**config.mk**
```make
export PLATFORM = sky130hd
export DESIGN_NAME = rv32i_fetch_controller
export DESIGN_NICKNAME = d
export VERILOG_FILES = /design/src/rtl/rv32i_fetch_controller.sv
export SDC_FILE = /design/constraint.sdc
export NUM_CORES = 1
export LEC_CHECK = 0
export CORE_UTILIZATION = 50
export DETAILED_ROUTE_END_ITERATION = 16
export DONT_BUFFER_PORTS = 1
export PLACE_DENSITY = 0.68
export REMOVE_ABC_BUFFERS = 1
export SYNTH_ARGS = -nofsm -noshare
export SYNTH_HDL_FRONTEND = slang
export SYNTH_SLANG_ARGS = --single-unit
export TNS_END_PERCENT = 20
```
**constraint.sdc**
```tcl
create_clock -name clk -period 4.1 [get_ports clk]
set_input_delay 0.41 -clock clk [delete_from_list [all_inputs] [get_ports clk]]
set_output_delay 0.41 -clock clk [all_outputs]
set_load 0.005 [all_outputs]
```
**src/rtl/rv32i_fetch_controller.sv**
```systemverilog
// RV32I instruction-fetch sequencer: owns the PC, issues one imem request at a time,
// buffers responses (output register + 1-entry skid) and handles redirects.
// Optional misaligned-redirect trap enabled by defining RV32I_FETCH_MISALIGN_TRAP_EN.
module rv32i_fetch_controller #(
  parameter logic [31:0] RESET_PC = 32'h0000_0000
) (
  input  logic        clk,
  input  logic        rst_n,
  input  logic        redirect_valid,
  input  logic [31:0] redirect_pc,
  output logic        imem_req,
  output logic [31:0] imem_addr,
  input  logic        imem_gnt,
  input  logic        imem_rvalid,
  input  logic [31:0] imem_rdata,
  output logic        if_valid,
  input  logic        if_ready,
  output logic [31:0] if_pc,
  output logic [31:0] if_instr,
  output logic        misaligned_err
);

  typedef enum logic [2:0] {
    S_IDLE,
    S_REQ,
    S_WAIT,
    S_DROP,
    S_FAULT
  } state_e;

  state_e      state_q, state_d;
  logic [31:0] pc_q, pc_d;
  logic [31:0] issued_pc_q, issued_pc_d;
  logic        out_vld_q, out_vld_d;
  logic [31:0] out_pc_q, out_pc_d;
  logic [31:0] out_instr_q, out_instr_d;
  logic        skid_vld_q, skid_vld_d;
  logic [31:0] skid_pc_q, skid_pc_d;
  logic [31:0] skid_instr_q, skid_instr_d;
  logic        err_q, err_d;
  logic        fault_pend_q, fault_pend_d;

  logic        issue;
  logic        consume;
  logic        outstanding;
  logic        redir_mis;
  logic [31:0] redir_tgt;

  assign imem_req  = (state_q == S_REQ) && !skid_vld_q;
  assign issue     = imem_req && imem_gnt;
  assign consume   = out_vld_q && if_ready;
  assign redir_tgt = {redirect_pc[31:2], 2'b00};

`ifdef RV32I_FETCH_MISALIGN_TRAP_EN
  assign redir_mis = (redirect_pc[1:0] != 2'b00);
`else
  logic unused_redir_lsbs;
  assign unused_redir_lsbs = ^redirect_pc[1:0];
  assign redir_mis         = 1'b0;
`endif

  always_comb begin
    state_d      = state_q;
    pc_d         = pc_q;
    issued_pc_d  = issued_pc_q;
    out_vld_d    = out_vld_q;
    out_pc_d     = out_pc_q;
    out_instr_d  = out_instr_q;
    skid_vld_d   = skid_vld_q;
    skid_pc_d    = skid_pc_q;
    skid_instr_d = skid_instr_q;
    fault_pend_d = fault_pend_q;
    outstanding  = 1'b0;

    if (consume) begin
      if (skid_vld_q) begin
        out_pc_d    = skid_pc_q;
        out_instr_d = skid_instr_q;
        skid_vld_d  = 1'b0;
      end else begin
        out_vld_d = 1'b0;
      end
    end

    case (state_q)
      S_IDLE: state_d = S_REQ;
      S_REQ: begin
        if (issue) begin
          state_d     = S_WAIT;
          issued_pc_d = pc_q;
        end
      end
      S_WAIT: begin
        // Skid is always empty here: requests are only issued with the skid free.
        if (imem_rvalid) begin
          state_d = S_REQ;
          pc_d    = issued_pc_q + 32'd4;
          if (!out_vld_q || consume) begin
            out_vld_d   = 1'b1;
            out_pc_d    = issued_pc_q;
            out_instr_d = imem_rdata;
          end else begin
            skid_vld_d   = 1'b1;
            skid_pc_d    = issued_pc_q;
            skid_instr_d = imem_rdata;
          end
        end
      end
      S_DROP: begin
        if (imem_rvalid) begin
          state_d      = fault_pend_q ? S_FAULT : S_REQ;
          fault_pend_d = 1'b0;
        end
      end
      S_FAULT: state_d = S_FAULT;
      default: state_d = S_IDLE;
    endcase

    if (redirect_valid && (state_q != S_IDLE)) begin
      pc_d         = redir_tgt;
      out_vld_d    = 1'b0;
      skid_vld_d   = 1'b0;
      fault_pend_d = 1'b0;
      outstanding  = ((state_q == S_WAIT) && !imem_rvalid) ||
                     ((state_q == S_DROP) && !imem_rvalid) ||
                     ((state_q == S_REQ) && issue);
      if (outstanding) begin
        state_d      = S_DROP;
        fault_pend_d = redir_mis;
      end else begin
        state_d = redir_mis ? S_FAULT : S_REQ;
      end
    end

    err_d = (state_d == S_FAULT);
  end

  always_ff @(posedge clk) begin
    if (!rst_n) begin
      state_q      <= S_IDLE;
      pc_q         <= RESET_PC;
      out_vld_q    <= 1'b0;
      out_pc_q     <= 32'd0;
      out_instr_q  <= 32'd0;
      skid_vld_q   <= 1'b0;
      err_q        <= 1'b0;
      fault_pend_q <= 1'b0;
    end else begin
      state_q      <= state_d;
      pc_q         <= pc_d;
      out_vld_q    <= out_vld_d;
      out_pc_q     <= out_pc_d;
      out_instr_q  <= out_instr_d;
      skid_vld_q   <= skid_vld_d;
      err_q        <= err_d;
      fault_pend_q <= fault_pend_d;
    end
  end

  // Payload-only registers; their validity is tracked by the reset control flops.
  always_ff @(posedge clk) begin
    issued_pc_q  <= issued_pc_d;
    skid_pc_q    <= skid_pc_d;
    skid_instr_q <= skid_instr_d;
  end

  assign imem_addr      = pc_q;
  assign if_valid       = out_vld_q;
  assign if_pc          = out_pc_q;
  assign if_instr       = out_instr_q;
  assign misaligned_err = err_q;

endmodule

```
* Yosys cells after proc, flatten, opt, wreduce, memory -nomap -nowiden
Index checks and enable logic that the tools add are counted.
** Operators by class
- $add $sub $neg :: 1
- Equality and inequality tests :: 5
- Multiplexer cells :: 27
- Bitwise operators :: 2
- Reduce and logical (&&, ||, !) cells :: 23
** Operators with widths (number)
- 32-bit two-way mux :: 13
- 32-bit by 3-bit adder with 32-bit output (second input constant) :: 1
- 3-bit one-hot mux with 4 select lines :: 1
- 1-bit two-way mux :: 9
- 3-bit two-way mux :: 3
- 1-bit logical AND :: 7
- 3-bit by 2-bit == test with 1-bit output (second input constant) :: 2
- 3-bit == test (second input constant) :: 2
- 2-bit AND reduction :: 3
- 2-bit nonzero test :: 2
- 2-bit OR reduction :: 2
- 3-bit by 1-bit == test with 1-bit output (second input constant) :: 1
- 1-bit zero test :: 3
- 3-bit zero test :: 1
- 1-bit logical OR :: 3
- 3-bit AND reduction :: 1
- 3-bit nonzero test :: 1
- 2-bit two-way mux :: 1
- 1-bit inverter :: 2
** Word-level totals
- Register bits :: 198
- Bits of input ports :: 70
- Output and inout port bits :: 99
- Word-level logic and storage cells :: 69

* Logic depth before layout (Yosys ltp)
Gate-level depths: netlist of run 1.
- Depth in word-level cells :: 8
- Gate-level depth with buffers :: 8
- Mapped depth without buffers :: 6

* Least setup slack after synthesis of run 1
OpenSTA, ideal clock, no wires.
- Path type :: reg-to-reg
- From :: reg state_q[2]
- To :: reg skid_instr_q[0], enable pin
- Setup time :: 0.486 ns
- Data arrival time :: 3.724 ns
- Data required time :: 3.614 ns
- Setup slack :: -0.110 ns
- Stages on the path, launching flop included :: 6
- Buffers on the path :: 3
- Period minus slack after synthesis :: 4.210 ns
- Path through :: dfxtp_1 buf_2 nand4bb_1 clkbuf_1 clkbuf_1 nor2_1
** Between the ends
- Word-level cells in the longest chain between the ends :: 2
** Ends and longest elaborated chain
- from (decl) :: line 31 : state_e state_q, state_d;
- from (signal assigned) :: line 149 : state_q <= state_d;
- 3-bit by 2-bit == test with 1-bit output :: line 85 : case (state_q)
- 3-bit AND reduction (no source line)
- to (signal assigned) :: line 164 : skid_instr_q <= skid_instr_d;
- to (decl) :: line 39 : logic [31:0] skid_instr_q, skid_instr_d;
No other way between the ends.
A chain may end at the register's enable or synchronous reset.

* Final worst setup path of run 1
- From :: reg state_q[1]
- To :: reg out_instr_q[25] (netlist: if_instr[25])
** Between the ends
- Word-level cells in the longest chain between the ends :: 2
** Ends and longest elaborated chain
- 3-bit by 2-bit == test with 1-bit output :: line 85
- 32-bit two-way mux :: line 85
- to (signal assigned) :: line 153 : out_instr_q <= out_instr_d;
- to (decl) :: line 36 : logic [31:0] out_instr_q, out_instr_d;
No other way between the ends.

==> reports/metrics.yaml, run 1 <==
status: "finished clean"
ys_seq_area_share_pct: 60.89
route.detailed.drc: 0
drtAntennaViolNets: 0
area_growth_pct: 9.329
grt_pass1_wl_mm: 26.62
via_per_inst: 5.778
crit-reg2reg-launch: "state_q[1]"
drtIter0Drc: 272
skew_ns: 0.008863
cts-root-buf: "clkbuf_16"
die_h_microns: 129.2
min_to: "skid_vld_q"
htree_levels: 4
rsz0062_at_grt: "false"
place_hpwl_mm: 10.76
vias: 5160
ir_drop_v: 0.0002745
r2r_setup_slack_ns: 1.48
tightest_slew_ns: 0.9081
fin_crit_ns: 2.619
path_clk_slew_ns: 0.07
max_freq_ghz: 0.3818
dr.pass1.iters: 4
crit_path_start_kind: "flip-flop"
async_reset_ff_share_pct: 0
cts.sinks: 198
diodes: 0
relSlewSlack_pct: 39.29
hold_buffers: 0
critPathSlowestCell: "and4bb_2"
cts_tree: "done"
path_buf_inv: 1
r2r_end: "if_instr[25]"
finalMaxSlewViolations: 0
nets: 735
netlist_top_cells_count: "nand2_1, dfxtp_1, edfxtp_1"
synth.top_cell.area_share_pct: 35.64
dieArea_sq_mm: 0.01669
grt_use_total_pct: 20.95
maxCapViolCount: 0
setup_ws_ns: 1.481
required_ns: 4.42
io_buffers: 0
finalSetupViolCount: 0
cts_buffer_depth: 2
grt_pass1_vias: 4948
cpPeakStageDelay_ns: 0.62
netlist_instances: 684
grt_max_degree: 103
clock_latency_ns: 0.42
synth_cell_types: 48
numCtsBuffers: 17
worstSetupPathType: "flip-flop to flip-flop"
coreArea_sq_mm: 0.01583
path_max_fanout: 82
syn_area_per_cell_sq_um: 11.82
place_congestion: 0.7517
pre_cts_ws_ns: 1.498
synth_top_cell_by_area: "edfxtp_1"
drive_above_1_share_pct: 7.829
whs_path_depth: 1
cp-end-kind: "flip-flop"
synth_flop_cell: "dfxtp_1"
powerDensity_mw_per_mm2: 457.6
path_cells: "and4bb_2, nand2_4, buf_4, o211a_1"
synth_area_sq_mm: 0.008088
rr_worst_depth: 4
grt-ovfl-total: 0
dp_cells: 861
rows: 46
hp-start: "if_ready"
ios: 169
synth-edff-count: 96
cts_resized: 0
fin_cells: 893
post-route-util_pct: 55.87
yosysWarnings: 0
wl_per_cell_microns: 19.35
critical_path.startpoint: "state_q[1]"
leakagePower_nw: 4.289
dieWidth_microns: 129.2
hold_violations: 0
synth_area_leaders: "edfxtp_1, dfxtp_1, o211a_1, mux2i_1, nand2_1"
hold-worst-slack_ns: 0.07803
routed_wl_mm: 17.28
initial_utilization_pct: 51.10
post_cts_buffers: 0
arrival_ns: 2.94
synthMostInstantiatedCell: "nand2_1"
layout_worst_path_cycle_share_pct: 63.89
grt_antenna_before_repair: 0
synth-seq-cells: 198
crit_family: "simple AND/OR/NAND/NOR gates"
setup-tns-final_ns: 0
holdCritPathClass: "input pin to flip-flop"
## sequential cells by signal, summed over array words and instances (netlist names), 3 cells and up
register,flops
if_pc,32
imem_addr,32
state_q,3
if_instr,32
skid_pc_q,32
skid_instr_q,32
issued_pc_q,32
## cells in the final DEF (no fill, tap or decap), types with 2 or more instances in the layout
| cell type | count |
|---|---|
| clkinv_2 | 3 |
| o21ai_1 | 8 |
| and2_2 | 2 |
| and4_1 | 3 |
| mux2i_1 | 64 |
| nor4b_1 | 3 |
| edfxtp_1 | 96 |
| nand4_1 | 10 |
| o211ai_1 | 7 |
| or3_1 | 2 |
| a211oi_1 | 2 |
| xor2_1 | 19 |
| nor3_2 | 2 |
| inv_6 | 2 |
| xnor2_1 | 9 |
| clkbuf_16 | 17 |
| nor2b_1 | 2 |
| a21oi_1 | 8 |
| o211a_1 | 65 |
| o21ai_2 | 2 |
| and3_1 | 4 |
| bufinv_16 | 3 |
| a31oi_1 | 2 |
| clkbuf_1 | 4 |
| nor2_1 | 9 |
| nor3_1 | 2 |
| clkinv_4 | 3 |
| o21ai_0 | 14 |
| buf_4 | 8 |
| a21boi_0 | 3 |
| nand2_1 | 140 |
| nand3_1 | 36 |
| dfxtp_1 | 102 |
## metal layers
| layer | wire (microns) | GRT usage [%] | vias up |
|---|---|---|---|
| met5 | 0 | 0 | - |
| met4 | 272 | 7.474 | 0 |
| met3 | 1494 | 6.895 | 19 |
| met2 | 8084 | 32.80 | 178 |
| met1 | 7431 | 27.19 | 2519 |
| li1 | - | - | 2444 |
## power by group
part           switching, mW  leakage [nW]  internal [mW]
combinational         0.0915          2.29         0.0688
clock                  0.714         0.290          0.965
sequential            0.0706          1.71           2.14
total                  0.876          4.29           3.17
## cell families after synthesis
kind of cell / share of synthesized area, %
simple gates: 13.15
flops: 60.89
compound gates: 11.87
mux: 8.060
buf+inv: 2.846
xor+xnor: 3.032
fa+ha+maj: 0.1547
## how the worst max path moves through the flow
stage                 endpoint  slack [ns]  cells past startpoint
2_1_floorplan  skid_instr_q[0]       -0.51                      2
3_3_place_gp       if_instr[9]        1.58                      4
3_5_place_dp       if_instr[3]        1.50                      4
4_1_cts            if_instr[3]        1.48                      4
5_1_grt            if_instr[3]        1.29                      4
6_report          if_instr[25]        1.48                      4
## layout make-up
type,count,area [sq um]
Clock buffer,21,440.4
Sequential cell,198,4925
Tap cell,216,270.3
Clock inverter,11,148.9
Multi-Input combinational cell,437,2974
Timing Repair Buffer,9,80.08
Inverter,1,3.754
Fill cell,1337,6985
## through the flow
stage | total power [mW] | instance area [sq um]
6_report | 4.046 | 8842
5_1_grt | 4.194 | 8842
4_1_cts | 4.083 | 8842
3_5_place_dp | 2.412 | 8253
3_3_place_gp | 2.404 | 8253
2_1_floorplan | 2.353 | 7861
No activity file was read; power rests on OpenSTA's default activity.
==> run 2: changes to the inputs <==
PLACE_DENSITY = unset   (was 0.68)
clock period = 2.6 ns   (was 4.1 ns; I/O delays follow)
==> reports/metrics.yaml, run 2 (synthesis gave the netlist of run 1 again) <==
status: "finished clean"
numCtsBuffers: 17
grt_pass1_wl_mm: 28.20
via_per_inst: 5.635
grt_pass1_vias: 5255
setup_ws_ns: 0.3892
pre_cts_ws_ns: 0.4285
grtUsageMet2_pct: 37.73
nets: 787
drtAntennaViolNets: 0
vias: 5325
cts-root-buf: "clkbuf_16"
grtUsageMet1_pct: 27.94
grt_antenna_before_repair: 0
coreArea_sq_mm: 0.01583
post-route-util_pct: 59.44
tightest_slew_ns: 0.6585
p_total_mw: 6.464
maxCapViolCount: 0
grt-ovfl-total: 0
die_h_microns: 129.2
path_max_fanout: 58
final_common_cell: "nand2_1"
cts.sinks: 198
clock_latency_ns: 0.43
rsz0062_at_grt: "false"
max_freq_ghz: 0.4523
io_buffers: 0
drive_above_1_share_pct: 8.368
required_ns: 2.91
path_clk_slew_ns: 0.07
crit_path_start_kind: "flip-flop"
rows: 46
route.detailed.drc: 0
leakagePower_nw: 4.531
dieArea_sq_mm: 0.01669
drtIter0Drc: 245
finalSetupViolCount: 0
hold_violations: 0
nFillCells: 1304
cp-end-kind: "flip-flop"
dieWidth_microns: 129.2
cts_buffer_depth: 2
grt_max_degree: 91
finalMaxSlewViolations: 0
htree_levels: 4
grt_use_total_pct: 22.63
diodes: 0
dp_cells: 867
ir_drop_v: 0.0004377
place_hpwl_mm: 11.00
arrival_ns: 2.52
layout_worst_path_cycle_share_pct: 85.03
gr-max-usage-layer: "met2"
skew_ns: 0.008483
dr.pass1.iters: 4
ios: 169
fin_crit_ns: 2.211
setup-tns-final_ns: 0
worstSetupPathType: "flip-flop to flip-flop"
layout_common_cells: "nand2_1, dfxtp_1, edfxtp_1, o211a_1, mux2i_1"
routed_wl_mm: 18.38
fin_cells: 945
grt_use_met3_pct: 6.400
relSlewSlack_pct: 55.77
post_cts_buffers: 0
cts_resized: 0
initial_utilization_pct: 51.10
place_congestion: 0.7770
wl_per_cell_microns: 19.45
area_growth_pct: 16.32
cts_tree: "done"
powerDensity_mw_per_mm2: 687.1
holdCritPathClass: "input pin to flip-flop"
-- run 2: cell types whose count changed in the layout (fill, tap and decap cells not counted), moves of 3 or more --
cell / change
buf_12: +3
buf_4: +3
clkbuf_8: +3
clkinvlp_4: +3
dlygate4sd3_1: +45
-- run 2: power by group --
group	leakage (nW)	internal [mW]	total [mW]	switching, mW
combinational	2.54	0.165	0.359	0.194
sequential	1.71	3.37	3.48	0.111
clock	0.282	1.51	2.63	1.12
-- run 2: path summary, 6_finish.rpt --
kind | cells past startpoint | to | start | slack [ns]
setup / recovery | 4 | if_instr[5] | state_q[1] | 0.39
hold / removal | 2 | imem_addr[8] | rst_n | 0.02
setup reg to reg | 4 | if_instr[5] | state_q[1] | 0.39
hold reg to reg | 0 | skid_pc_q[1] | issued_pc_q[1] | 0.49
-- run 2: cell type report --
| class | instances | area, sq um | share of cell area (%) |
|---|---|---|---|
| multi-input combinational | 437 | 2974 | 31.61 |
| tap | 216 | 270.3 | 2.873 |
| clock buffer | 23 | 478.0 | 5.080 |
| timing repair buffer | 61 | 640.6 | 6.809 |
| sequential | 198 | 4925 | 52.35 |
| clock inverter | 9 | 116.4 | 1.237 |
| inverter | 1 | 3.754 | 0.03990 |
-- run 2: critical path, stage by stage, from the launching register on --
cell and delay [ns]:
dfxtp_1 0.57, and4bb_2 0.64, nand2_4 0.31, buf_12 0.29, o211a_1 0.24
-- run 2: through the flow --
| stage | hold WS, ns | area [sq um] |
|---|---|---|
| floorplan | 0.3556 | 7861 |
| global placement | 0.3576 | 8335 |
| detailed placement | 0.3589 | 8335 |
| CTS | 0.002786 | 9408 |
| global route | 0.0004355 | 9408 |
| finish | 0.02090 | 9408 |
-- run 2: metal layers --
metal	share of wire, %	wire length, microns
met1	44	8061
met2	47	8708
met3	7.1	1296
met4	1.7	312
met5	0	0
-- run 2: what timing repair did --
action | in CTS | in global routing
hold buffers | 46 | 0
endpoints found under the setup margin | 0 | 0
hold endpoints to repair | 127 | 0
==> run 3: changes to the inputs <==
PLACE_DENSITY_LB_ADDON = 0.25   (was unset)
==> reports/metrics.yaml, run 3 (synthesis gave the netlist of run 1 again) <==
path_clk_slew_ns: 0.07
leakagePower_nw: 4.503
p_total_mw: 6.225
nets: 787
htree_levels: 4
relSlewSlack_pct: 52.55
layout_worst_path_cycle_share_pct: 76.59
grt_pass1_vias: 5284
powerDensity_mw_per_mm2: 665.9
max_freq_ghz: 0.5022
path_cells: "nand4_4, nor4_4, nand4_1, xor2_1, o21ai_1"
dieArea_sq_mm: 0.01669
dr.pass1.iters: 6
hold_violations: 0
initial_utilization_pct: 51.10
hold-worst-slack_ns: 0.02171
die_h_microns: 129.2
coreArea_sq_mm: 0.01583
place_congestion: 0.7713
place_area_sq_mm: 0.008335
multi_input_comb_area_sq_mm: 0.002974
routed_wl_mm: 18.44
holdCritPathClass: "input pin to flip-flop"
drive_above_1_share_pct: 8.368
arrival_ns: 2.34
clock_latency_ns: 0.42
grt_max_degree: 95
critPathSlowestCell: "nor4_4"
wl_per_cell_microns: 19.52
nFillCells: 1338
cp-end-kind: "flip-flop"
diodes: 0
rsz0062_at_grt: "false"
status: "finished clean"
cts_buffer_depth: 2
required_ns: 2.95
vias: 5339
via_per_inst: 5.650
io_buffers: 0
grt_use_total_pct: 21.95
cts.sinks: 198
numCtsBuffers: 17
tightest_slew_ns: 0.7065
dieWidth_microns: 129.2
area_growth_pct: 15.59
worstSetupPathType: "flip-flop to flip-flop"
grt_pass1_wl_mm: 27.66
route.detailed.drc: 0
final_common_cell: "nand2_1"
drtAntennaViolNets: 0
layout_common_cells: "nand2_1, dfxtp_1, edfxtp_1, o211a_1, mux2i_1"
grt-ovfl-total: 0
path_max_fanout: 9
crit_path_start_kind: "flip-flop"
finalSetupViolCount: 0
r2r_setup_slack_ns: 0.61
maxCapViolCount: 0
place_hpwl_mm: 11.10
pre_cts_ws_ns: 0.6024
finalMaxSlewViolations: 0
cts_tree: "done"
fin_crit_ns: 1.991
design_area_sq_mm: 0.009349
regArea_sq_mm: 0.004925
ir_drop_v: 0.0004097
grt_antenna_before_repair: 0
setup_ws_ns: 0.6086
ios: 169
drtIter0Drc: 255
skew_ns: 0.007592
cpPeakStageDelay_ns: 0.70
cts-root-buf: "clkbuf_16"
rows: 46
[run 3: cell types whose count changed in the layout (fill, tap and decap cells not counted), moves of 2 or more]
| cell | change |
|---|---|
| bufinv_16 | -2 |
| clkbuf_1 | -2 |
| clkinv_1 | +2 |
| clkinv_2 | +2 |
[run 3: metal layers]
metal / part of all wire (%) / GRT usage, % / vias to the layer above
li1: - / - / 2551
met1: 44 / 27.84 / 2601
met2: 47 / 35.61 / 176
met3: 8.1 / 7.267 / 11
met4: 0.72 / 6.713 / 0
met5: 0 / 0 / -
[run 3: worst paths after layout]
path | cells past startpoint | startpoint | end
worst min register to register | 0 | imem_addr[5] | issued_pc_q[5]
worst min-delay path | 1 | imem_rdata[13] | if_instr[13]
worst max-delay path | 5 | issued_pc_q[7] | imem_addr[29]
worst max register to register | 5 | issued_pc_q[7] | imem_addr[29]
[run 3: timing repair]
item                                   in CTS  in global routing
setup buffers                               0                  0
endpoints found under the hold margin     126                  1
gates resized for setup                     0                  0
hold buffers                               45                  1
[run 3: power breakdown]
part           total [mW]  leakage (nW)  internal, mW  switching [mW]
Combinational       0.358          2.54         0.164           0.194
Sequential           3.48          1.71          3.37           0.112
Clock                2.39         0.253          1.27            1.12
Total                6.23          4.50          4.80            1.43
[run 3: stage by stage]
stage	utilization, %	setup TNS, ns	cells
3_3_place_gp	52.66	0	867
5_1_grt	59.07	0	945
4_1_cts	59.00	0	944
6_report	59.07	0	945
2_1_floorplan	-	-211.94	636
3_5_place_dp	52.66	0	867
[run 3: final cells by class]
| cell class | count | area share (%) |
|---|---|---|
| Clock buffer | 20 | 4.885 |
| Clock inverter | 12 | 0.8431 |
| Inverter | 1 | 0.04015 |
| Multi-Input combinational cell | 437 | 31.81 |
| Sequential cell | 198 | 52.68 |
| Tap cell | 216 | 2.891 |
| Timing Repair Buffer | 61 | 6.852 |
[run 3: critical path: cells and delay by family (launching register included)]
kind	cells	cell delay (ns)
AO/OA/AOI/OAI	1	0.13
flip-flops	1	0.52
XOR/XNOR	1	0.18
AND/OR/NAND/NOR	3	1.09
